### config.mk
export PLATFORM = sky130hd
export DESIGN_NAME = alu_rr_scheduler_flat
export DESIGN_NICKNAME = d
export VERILOG_FILES = /design/src/rtl/alu_rr_scheduler_pkg.sv /design/src/rtl/alu_rr_scheduler_if.sv /design/src/rtl/alu_rr_scheduler_rr_arbiter.sv /design/src/rtl/alu_rr_scheduler.sv /design/src/flat_wrapper.sv
export SDC_FILE = /design/constraint.sdc
export NUM_CORES = 1
export LEC_CHECK = 0
export CORE_AREA = 2 2 168 170
export DETAILED_ROUTE_END_ITERATION = 8
export DIE_AREA = 0 0 170 172
export PLACE_DENSITY = 0.67
export SYNTH_ARGS = -nofsm -noshare
export SYNTH_HDL_FRONTEND = slang
export SYNTH_SLANG_ARGS = --single-unit
### constraint.sdc
create_clock -name clk -period 5 [get_ports clk]
set_clock_uncertainty 0.1 [all_clocks]
set_input_delay 1.25 -clock clk [delete_from_list [all_inputs] [get_ports clk]]
set_output_delay 1.25 -clock clk [all_outputs]
set_load 0.05 [all_outputs]
### src/rtl/alu_rr_scheduler_pkg.sv
// Shared types for the round-robin ALU scheduler: opcodes, FSM states, widths.
// Latency: none (types and constants only).
// Backpressure: not applicable.
package alu_rr_scheduler_pkg;

  localparam int OP_W     = 3;
  localparam int OP_CNT_W = 16;

  typedef enum logic [OP_W-1:0] {
    OP_ADD = 3'd0,
    OP_SUB = 3'd1,
    OP_AND = 3'd2,
    OP_OR  = 3'd3,
    OP_XOR = 3'd4,
    OP_SLT = 3'd5,
    OP_SLL = 3'd6,
    OP_SRL = 3'd7
  } alu_op_e;

  typedef enum logic [1:0] {
    IDLE  = 2'd0,
    ISSUE = 2'd1,
    RESP  = 2'd2
  } sched_state_e;

  // Requester ID width; never narrower than one bit.
  function automatic int id_w(input int n);
    return (n > 1) ? $clog2(n) : 1;
  endfunction

endpackage

### src/rtl/alu_rr_scheduler_if.sv
// Request/response bundle between client blocks and the ALU scheduler.
// Latency: wires only.
// Backpressure: valid/ready per requester on the request side, single valid/ready on the response side.
interface alu_rr_scheduler_if #(
  parameter int WIDTH   = 32,
  parameter int NUM_REQ = 4
);
  import alu_rr_scheduler_pkg::*;

  localparam int ID_W = id_w(NUM_REQ);

  logic [NUM_REQ-1:0]       req_valid;
  logic [NUM_REQ-1:0]       req_ready;
  logic [NUM_REQ*WIDTH-1:0] req_a;
  logic [NUM_REQ*WIDTH-1:0] req_b;
  logic [NUM_REQ*OP_W-1:0]  req_op;
  logic                     rsp_valid;
  logic                     rsp_ready;
  logic [ID_W-1:0]          rsp_id;
  logic [WIDTH-1:0]         rsp_result;
  logic                     rsp_zero;

  // Client side: raises requests, consumes responses.
  modport master (
    output req_valid, req_a, req_b, req_op, rsp_ready,
    input  req_ready, rsp_valid, rsp_id, rsp_result, rsp_zero
  );

  // Scheduler side.
  modport slave (
    input  req_valid, req_a, req_b, req_op, rsp_ready,
    output req_ready, rsp_valid, rsp_id, rsp_result, rsp_zero
  );

endinterface

### src/rtl/alu_rr_scheduler_rr_arbiter.sv
// Round-robin pick: first set request at or above ptr, wrapping modulo NUM_REQ.
// Latency: combinational.
// Backpressure: en low forces an empty grant; the caller decides when a pick is taken.
module alu_rr_scheduler_rr_arbiter #(
  parameter int NUM_REQ = 4,
  parameter int ID_W    = 2
) (
  input  logic [NUM_REQ-1:0] req,
  input  logic [ID_W-1:0]    ptr,
  input  logic               en,
  output logic [NUM_REQ-1:0] grant,
  output logic [ID_W-1:0]    idx,
  output logic               vld
);

  logic [NUM_REQ-1:0] rot;
  logic [ID_W-1:0]    first;
  logic [ID_W:0]      sum;

  // Rotate so ptr sits at bit 0, find the lowest set bit, then rotate the index back.
  always_comb begin
    rot   = NUM_REQ'({req, req} >> ptr);
    first = '0;
    for (int k = NUM_REQ - 1; k >= 0; k--) begin
      if (rot[k]) first = ID_W'(k);
    end
    sum = {1'b0, ptr} + {1'b0, first};
    if (sum >= (ID_W+1)'(NUM_REQ)) sum = sum - (ID_W+1)'(NUM_REQ);
    vld   = en && (|req);
    idx   = vld ? sum[ID_W-1:0] : '0;
    grant = '0;
    for (int i = 0; i < NUM_REQ; i++) begin
      grant[i] = vld && (idx == ID_W'(i));
    end
  end

endmodule

### src/rtl/alu_rr_scheduler.sv
// Shares one combinational ALU among NUM_REQ requesters, round-robin, one op in flight.
// Latency: request accept -> rsp_valid two cycles later; at least three cycles per op.
// Backpressure: response held stable until rsp_ready; no new grant until back in IDLE.
module alu_rr_scheduler
  import alu_rr_scheduler_pkg::*;
#(
  parameter int WIDTH   = 32,
  parameter int NUM_REQ = 4
) (
  input  logic                clk,
  input  logic                rst_n,
  alu_rr_scheduler_if.slave   bus,
  output logic [WIDTH-1:0]    alu_a,
  output logic [WIDTH-1:0]    alu_b,
  output logic [OP_W-1:0]     alu_op,
  input  logic [WIDTH-1:0]    alu_result,
  input  logic                alu_zero,
  output logic [OP_CNT_W-1:0] op_count
);

  localparam int ID_W = id_w(NUM_REQ);

  sched_state_e       state;
  logic [ID_W-1:0]    rr_ptr;
  logic [ID_W-1:0]    op_id;
  logic [ID_W-1:0]    grant_idx;
  logic [ID_W-1:0]    rsp_id_q;
  logic [NUM_REQ-1:0] grant;
  logic               grant_vld;
  logic               arb_en;
  logic [WIDTH-1:0]   op_a;
  logic [WIDTH-1:0]   op_b;
  logic [WIDTH-1:0]   sel_a;
  logic [WIDTH-1:0]   sel_b;
  logic [WIDTH-1:0]   rsp_result_q;
  logic [OP_W-1:0]    op_code;
  logic [OP_W-1:0]    sel_op;
  logic               rsp_valid_q;
  logic               rsp_zero_q;

  // Grants only in IDLE; held off while reset is asserted so req_ready reads 0 in reset.
  assign arb_en = (state == IDLE) && rst_n;

  alu_rr_scheduler_rr_arbiter #(
    .NUM_REQ (NUM_REQ),
    .ID_W    (ID_W)
  ) u_arb (
    .req   (bus.req_valid),
    .ptr   (rr_ptr),
    .en    (arb_en),
    .grant (grant),
    .idx   (grant_idx),
    .vld   (grant_vld)
  );

  assign bus.req_ready  = grant;
  assign bus.rsp_valid  = rsp_valid_q;
  assign bus.rsp_id     = rsp_id_q;
  assign bus.rsp_result = rsp_result_q;
  assign bus.rsp_zero   = rsp_zero_q;

  // ALU inputs always come from the operand registers, so they hold between ops.
  assign alu_a  = op_a;
  assign alu_b  = op_b;
  assign alu_op = op_code;

  // Select the winning requester's payload with the one-hot grant.
  always_comb begin
    sel_a  = '0;
    sel_b  = '0;
    sel_op = '0;
    for (int i = 0; i < NUM_REQ; i++) begin
      if (grant[i]) begin
        sel_a  = bus.req_a[i*WIDTH +: WIDTH];
        sel_b  = bus.req_b[i*WIDTH +: WIDTH];
        sel_op = bus.req_op[i*OP_W +: OP_W];
      end
    end
  end

  // Scheduler FSM: latch winner in IDLE, capture ALU in ISSUE, hold response in RESP.
  always_ff @(posedge clk or negedge rst_n) begin
    if (!rst_n) begin
      state        <= IDLE;
      rr_ptr       <= '0;
      op_a         <= '0;
      op_b         <= '0;
      op_code      <= '0;
      op_id        <= '0;
      rsp_valid_q  <= 1'b0;
      rsp_id_q     <= '0;
      rsp_result_q <= '0;
      rsp_zero_q   <= 1'b0;
      op_count     <= '0;
    end else begin
      case (state)
        IDLE: begin
          if (grant_vld) begin
            op_a    <= sel_a;
            op_b    <= sel_b;
            op_code <= sel_op;
            op_id   <= grant_idx;
            rr_ptr  <= (grant_idx == ID_W'(NUM_REQ - 1)) ? '0 : grant_idx + 1'b1;
            state   <= ISSUE;
          end
        end
        ISSUE: begin
          rsp_result_q <= alu_result;
          rsp_zero_q   <= alu_zero;
          rsp_id_q     <= op_id;
          rsp_valid_q  <= 1'b1;
          state        <= RESP;
        end
        RESP: begin
          if (bus.rsp_ready) begin
            rsp_valid_q <= 1'b0;
            op_count    <= op_count + 1'b1;
            state       <= IDLE;
          end
        end
        default: state <= IDLE;
      endcase
    end
  end

endmodule

### src/flat_wrapper.sv
// flat-port wrapper written by rule: the top's interface ports become plain ports
module alu_rr_scheduler_flat import alu_rr_scheduler_pkg::*;
#(
  parameter int WIDTH   = 32,
  parameter int NUM_REQ = 4
)
  (clk, rst_n, alu_a, alu_b, alu_op, alu_result, alu_zero, op_count, bus_req_valid, bus_req_a, bus_req_b, bus_req_op, bus_rsp_ready, bus_req_ready, bus_rsp_valid, bus_rsp_id, bus_rsp_result, bus_rsp_zero);
  alu_rr_scheduler_if #(.WIDTH(WIDTH), .NUM_REQ(NUM_REQ)) bus_i ();
  input  logic clk;
  input  logic rst_n;
  output logic [WIDTH-1:0] alu_a;
  output logic [WIDTH-1:0] alu_b;
  output logic [OP_W-1:0] alu_op;
  input  logic [WIDTH-1:0] alu_result;
  input  logic alu_zero;
  output logic [OP_CNT_W-1:0] op_count;
  input wire logic [$bits(bus_i.req_valid)-1:0] bus_req_valid;
  input wire logic [$bits(bus_i.req_a)-1:0] bus_req_a;
  input wire logic [$bits(bus_i.req_b)-1:0] bus_req_b;
  input wire logic [$bits(bus_i.req_op)-1:0] bus_req_op;
  input wire logic [$bits(bus_i.rsp_ready)-1:0] bus_rsp_ready;
  output wire logic [$bits(bus_i.req_ready)-1:0] bus_req_ready;
  output wire logic [$bits(bus_i.rsp_valid)-1:0] bus_rsp_valid;
  output wire logic [$bits(bus_i.rsp_id)-1:0] bus_rsp_id;
  output wire logic [$bits(bus_i.rsp_result)-1:0] bus_rsp_result;
  output wire logic [$bits(bus_i.rsp_zero)-1:0] bus_rsp_zero;
  assign bus_i.req_valid = bus_req_valid;
  assign bus_i.req_a = bus_req_a;
  assign bus_i.req_b = bus_req_b;
  assign bus_i.req_op = bus_req_op;
  assign bus_i.rsp_ready = bus_rsp_ready;
  assign bus_req_ready = bus_i.req_ready;
  assign bus_rsp_valid = bus_i.rsp_valid;
  assign bus_rsp_id = bus_i.rsp_id;
  assign bus_rsp_result = bus_i.rsp_result;
  assign bus_rsp_zero = bus_i.rsp_zero;
  alu_rr_scheduler #(.WIDTH(WIDTH), .NUM_REQ(NUM_REQ)) u_core (.clk(clk), .rst_n(rst_n), .bus(bus_i), .alu_a(alu_a), .alu_b(alu_b), .alu_op(alu_op), .alu_result(alu_result), .alu_zero(alu_zero), .op_count(op_count));
endmodule
After elaboration in Yosys (flattened, before gate mapping)
Cells that the tools add are included.

Add/subtract/negate cells: 4. Order comparisons: 1. Eq/ne operators: 7. Shifts and indexed selects: 1. Muxes and demuxes: 24. Reduce and logical (&&, ||, !) cells: 14.

Operators by type and width (number): 32-bit 2-to-1 mux (8); 2-bit 2-to-1 mux (9); 16-bit by 1-bit adder with 16-bit output (second input constant) (1); 3-bit 2-to-1 mux (4); 2-bit AND reduction (4); 8-bit by 2-bit right shift with 4-bit output (1); 2-bit equality test (second input constant) (3); 1-bit logical AND (6); 2-bit one-hot mux with 3 select lines (1); 2-bit by 1-bit equality test with 1-bit output (second input constant) (2); 2-bit logical NOT (2); 4-bit OR reduction (1); 2-bit by 2-bit adder with 3-bit output (1); 3-bit greater-or-equal comparator (second input constant) (1); 2-bit by 1-bit adder with 2-bit output (second input constant) (1); 2-bit by 1-bit inequality test with 1-bit output (second input constant) (1); 2-bit inequality test (second input constant) (1); 1-bit one-hot mux with 2 select lines (1); 2-bit nonzero test (1); 2-bit by 1-bit subtractor with 2-bit output (second input constant) (1); 1-bit 2-to-1 mux (1).

Register bits: 125. Input bits: 308. Output and inout bits: 123. Logic and storage cells: 62.

Depth between registers and ports, before layout
Depth after elaboration: 15. Gate-level depth with buffers: 16. Depth with buffers taken out: 12.

Hierarchy
A second synthesis with hierarchy kept.

Cell total of the unflattened synthesis: 721. Area total of the unflattened synthesis: 6899.1 um^2.

By module, submodules not included: alu_rr_scheduler (instances 1, cells an instance 679, area each 6590.1 um^2, seq. area each 3128.0 um^2); alu_rr_scheduler_rr_arbiter (instances 1, cells an instance 42, area each 309.0 um^2, seq. area each 0.0 um^2).

Worst setup path after synthesis
No wires, ideal clock.

Kind: input port to output port. Start: input bus_req_valid[1]. End: output bus_req_ready[2]. Arrival: 3.980 ns. Required time: 3.650 ns. Path slack: -0.330 ns. Stages: 13. Buffers on the path: 4. Cell sequence: buf_2 nor2b_1 a221oi_1 a31oi_1 a211o_1 ha_1 a211o_1 nand2_1 ha_1 clkbuf_1 clkbuf_1 clkbuf_1 and2_1.

Cells in the longest elaborated chain, start to end: 11. Elaborated cells on any way between the ends: 14. Those cells by class: add/sub (2); order compare (1); eq/ne (1); shift (1); mux (6); reduce/logical (3).

Ends and longest elaborated chain: from (decl) (line flat_wrapper.sv:17) `input wire logic [$bits(bus_i.req_valid)-1:0] bus_req_valid;`; 8-bit by 2-bit right shift with 4-bit output (line alu_rr_scheduler_rr_arbiter.sv:22) `rot = NUM_REQ'({req, req} >> ptr);`; 2-bit 2-to-1 mux (4 in series) (line alu_rr_scheduler_rr_arbiter.sv:25) `if (rot[k]) first = ID_W'(k);`; 2-bit by 2-bit adder with 3-bit output (line alu_rr_scheduler_rr_arbiter.sv:27) `sum = {1'b0, ptr} + {1'b0, first};`; 3-bit greater-or-equal comparator / 2-bit by 1-bit subtractor with 2-bit output (equally long branches) (line alu_rr_scheduler_rr_arbiter.sv:28) `if (sum >= (ID_W+1)'(NUM_REQ)) sum = sum - (ID_W+1)'(NUM_REQ);`; 2-bit 2-to-1 mux (line alu_rr_scheduler_rr_arbiter.sv:28); 2-bit 2-to-1 mux (*) (line alu_rr_scheduler_rr_arbiter.sv:30) `idx = vld ? sum[ID_W-1:0] : '0;`; net u_core.grant_idx[1] (line alu_rr_scheduler.sv:26) `logic [ID_W-1:0] grant_idx;`; 2-bit equality test (*) (line alu_rr_scheduler_rr_arbiter.sv:33) `grant[i] = vld && (idx == ID_W'(i));`; 1-bit logical AND (*) (line alu_rr_scheduler_rr_arbiter.sv:33); to (decl) (line flat_wrapper.sv:22) `output wire logic [$bits(bus_i.req_ready)-1:0] bus_req_ready;`.

The timed path passes the listed nets; every way through them passes the cells marked *.

Final worst setup path
Start: input bus_req_valid[0]. End: output bus_req_ready[1].

Cells in the longest elaborated chain, start to end: 11. Elaborated cells on any way between the ends: 14. Those cells by class: add/sub (2); order compare (1); eq/ne (1); shift (1); mux (6); reduce/logical (3).

Ends and longest elaborated chain (line): 8-bit by 2-bit right shift with 4-bit output (alu_rr_scheduler_rr_arbiter.sv:22); 2-bit 2-to-1 mux (4 in series) (alu_rr_scheduler_rr_arbiter.sv:25); 2-bit by 2-bit adder with 3-bit output (alu_rr_scheduler_rr_arbiter.sv:27); 3-bit greater-or-equal comparator / 2-bit by 1-bit subtractor with 2-bit output (equally long branches) (alu_rr_scheduler_rr_arbiter.sv:28); 2-bit 2-to-1 mux (alu_rr_scheduler_rr_arbiter.sv:28); 2-bit 2-to-1 mux (*) (alu_rr_scheduler_rr_arbiter.sv:30); net u_core.grant_idx[0] (alu_rr_scheduler.sv:26); 2-bit by 1-bit equality test with 1-bit output (*) (alu_rr_scheduler_rr_arbiter.sv:33); 1-bit logical AND (*) (alu_rr_scheduler_rr_arbiter.sv:33).

Marks and branches as above.

==> results.cfg <==
[worst_setup_path]
critical-path-top-delay-family = buffers and inverters
crit_required_ns = 3.65
worst_setup_path_start_kind = input port
slowest_delay_ns = 0.55
path_class = input port to output port
r2r-end = u_core.alu_b[3]$_DFFE_PN0P_
rr_worst_depth = 13
r2r-start = u_core.rr_ptr[0]$_DFFE_PN0P_
cp_cell_sequence = clkdlybuf4s50_1 > nor2_1 > a221oi_2 > a31oi_1 > a211o_1 > ha_2 > nand2_1 > inv_1 > ha_2 > and2_4 > buf_12
path_buf_inv = 3
crit_top_cell = ha_2
worstPathArrival_ns = 3.53
reg2reg_slack_ns = 1.62
cp_slowest_cell = clkdlybuf4s50_1
critPathMaxFanout = 4
critPathCaptureType = output port

[clock_network]
cts_tree = yes
clkTransAtPathRegs_ns = 0.06
cts.sinks = 125
root_buffer = clkbuf_16
clkLatencyLatePin_ns = 0.42
cts_buffer_depth = 2
postCtsHoldBufs = 0
postCtsSetupRepairBufs = 0
htreeDepth = 4
cts_inserted_buffers = 17

[placed_design]
gp_congestion = 0.829
place.detailed.hpwl_um = 19200
place_area_um2 = 11500
io_buffers = 430

[sta]
fin_crit_sh_pct = 97.6
tightest_slew_ns = 0.707
setup_viol = 0
rsz0062_at_grt = no
clock.fmax_mhz = 205
slew_violations = 0
slew-limit-headroom_pct = 52.8
finalSetupTns_ns = 0
hold_viol = 0
min_period_ns = 4.88

[die]
dieArea_um2 = 29200
rows = 61
initial_core_util_pct = 25.1
die_y_um = 172
die_w_um = 170
io_pins = 431
core_region_area_um2 = 27500

[routing]
totalWireLength_um = 26500
drt_iter0_drc = 276
ant_nets = 0
post_drt_wl_per_cell_um = 17.9
viasPerCell = 4.87
num_vias = 7202
drtPass1Iterations = 4
drcViolationCount = 0

[pwr]
p_total_w = 0.00818
pwr-share-seq_pct = 21.4
irDropWorstVdd_v = 0.000285
p_sw_share_pct = 47.6
p_int_w = 0.00428
pwr-share-comb_pct = 62.3
p_leak_nw = 5.12
clockPowerShare_pct = 16.3
p_per_area_nw_per_um2 = 671
p_switching_w = 0.00389

[synth]
synth_edf_count = 0
ys.flop_type = dfrtp_1
synthesis.nets = 1030
synthDistinctLibCells = 42
synth-async-reset-ratio_pct = 100
synth-seq-cells = 125
synth_warnings = 0
mappedNetlistArea_um2 = 6890
seq_area_frac_synth_pct = 45.4
syn_inst = 716
avgSynthCellArea_um2 = 9.62

[global_routing]
grt_pass1_vias = 7183
grt_max_degree = 135
overflow = 0
antenna_found_initial = 1
track_usage_pct = 17.3
grt_first_pass_wirelength_um = 39200

[min_path]
hold_start = u_core.op_id[0]$_DFFE_PN0P_
holdPathEnd = u_core.op_id[0]$_DFFE_PN0P_
min_path_type = flip-flop to flip-flop
holdPathStages = 2

[final_layout]
final_area_um2 = 12200
final_common_cell = clkdlybuf4s50_1
area_growth_pct = 77.0
layout-drive-gt1-share_pct = 10.2
layout_common_cells = clkdlybuf4s50_1, dfrtp_1, a21oi_1
final_util_pct = 44.3
nNetsFinal = 1434
antenna_cells = 0

[run_status]
status = complete, no violations

[job]
cap_viol_max_count = 0
==> flip-flops by register name (all words and copies together) (netlist names) <==
signal / cells
u_core.alu_a: 32
u_core.alu_b: 32
u_core.bus.rsp_result: 32
u_core.op_count: 16
u_core.alu_op: 3
u_core.bus.rsp_id: 2
u_core.op_id: 2
u_core.rr_ptr: 2
u_core.state: 2
u_core.bus.rsp_valid: 1
u_core.bus.rsp_zero: 1
==> layout make-up <==
type | instances | area (um^2)
fillers | 2657 | 15300
repair buffers | 452 | 4540
multi-input cells | 462 | 3240
flip-flops and latches | 125 | 3130
well taps | 346 | 433
clock buffers | 17 | 425
inverters | 62 | 233
clock inverters | 14 | 186
==> routing by layer <==
metal  vias up  global-route usage [%]  routed length (um)
li1       3428                       -                   -
met1      3445                    20.7               10900
met2       293                    30.1               13000
met3        34                    4.90                2060
met4         2                    5.91                 552
met5         -                       0                  16
==> worst min-delay path: cells and delay by family (launching register included) <==
| family | cells | cell delay, ns |
|---|---|---|
| DFF | 1 | 0.34 |
| and+or+nand+nor | 2 | 0.10 |
==> per-stage QoR <==
step / std cells / setup WS (ns) / hold slack (ns)
after detailed placement: 1447 / 0.0279 / 0.367
after CTS: 1478 / 0.0106 / 0.380
after global placement: 1447 / 0.0366 / 0.366
final: 1478 / 0.122 / 0.375
after floorplan: 716 / 0.0167 / 0.341
after global routing: 1478 / 0.0160 / 0.410
==> logic make-up after synthesis <==
logic type      after synthesis  synth area share, %
simple gates                146                 10.4
flops                       125                 45.4
buf+inv                     129                 8.45
compound gates              259                 26.9
fa+ha+maj                     6                 1.09
xor+xnor                     15                 1.91
mux                          36                 5.89
==> repair_timing <==
action,4_1_cts,5_1_grt
resized for setup,0,7
hold endpoints to repair,0,0
endpoints found under the setup margin,0,4
==> worst max-delay path by stage <==
| stage | startpoint | endpoint | cells past startpoint |
|---|---|---|---|
| 3_5_place_dp | bus_req_valid[1] | bus_req_ready[0] | 11 |
| 5_1_grt | bus_req_valid[2] | bus_req_ready[1] | 11 |
| 2_1_floorplan | bus_req_valid[1] | bus_req_ready[1] | 13 |
| 3_3_place_gp | bus_req_valid[1] | bus_req_ready[0] | 11 |
| 6_report | bus_req_valid[0] | bus_req_ready[1] | 11 |
| 4_1_cts | bus_req_valid[1] | bus_req_ready[0] | 11 |
==> cell usage after synthesis (8+ instances only) <==
master / number / area (um^2)
dfrtp_1: 125 / 3130
a21oi_1: 114 / 571
a221oi_1: 67 / 587
nor2_1: 65 / 244
inv_1: 61 / 229
a211o_1: 59 / 517
clkbuf_1: 39 / 146
mux2_2: 36 / 405
nand2_1: 23 / 86.3
nand3_1: 18 / 90.1
nor2b_1: 13 / 81.3
xnor2_1: 13 / 114
buf_2: 12 / 60.1
buf_4: 10 / 75.1
o311ai_1: 8 / 70.1
==> power groups by stage <==
stage	Combinational, W	Clock (W)	Sequential (W)
global route	0.00541	0.00141	0.00181
floorplan	0.00187	0	0.00326
CTS	0.00513	0.00137	0.00176
detailed placement	0.00511	0	0.00177
global placement	0.00508	0	0.00175
finish	0.00510	0.00133	0.00175
Note: power is estimated with default switching activity, not from simulation.
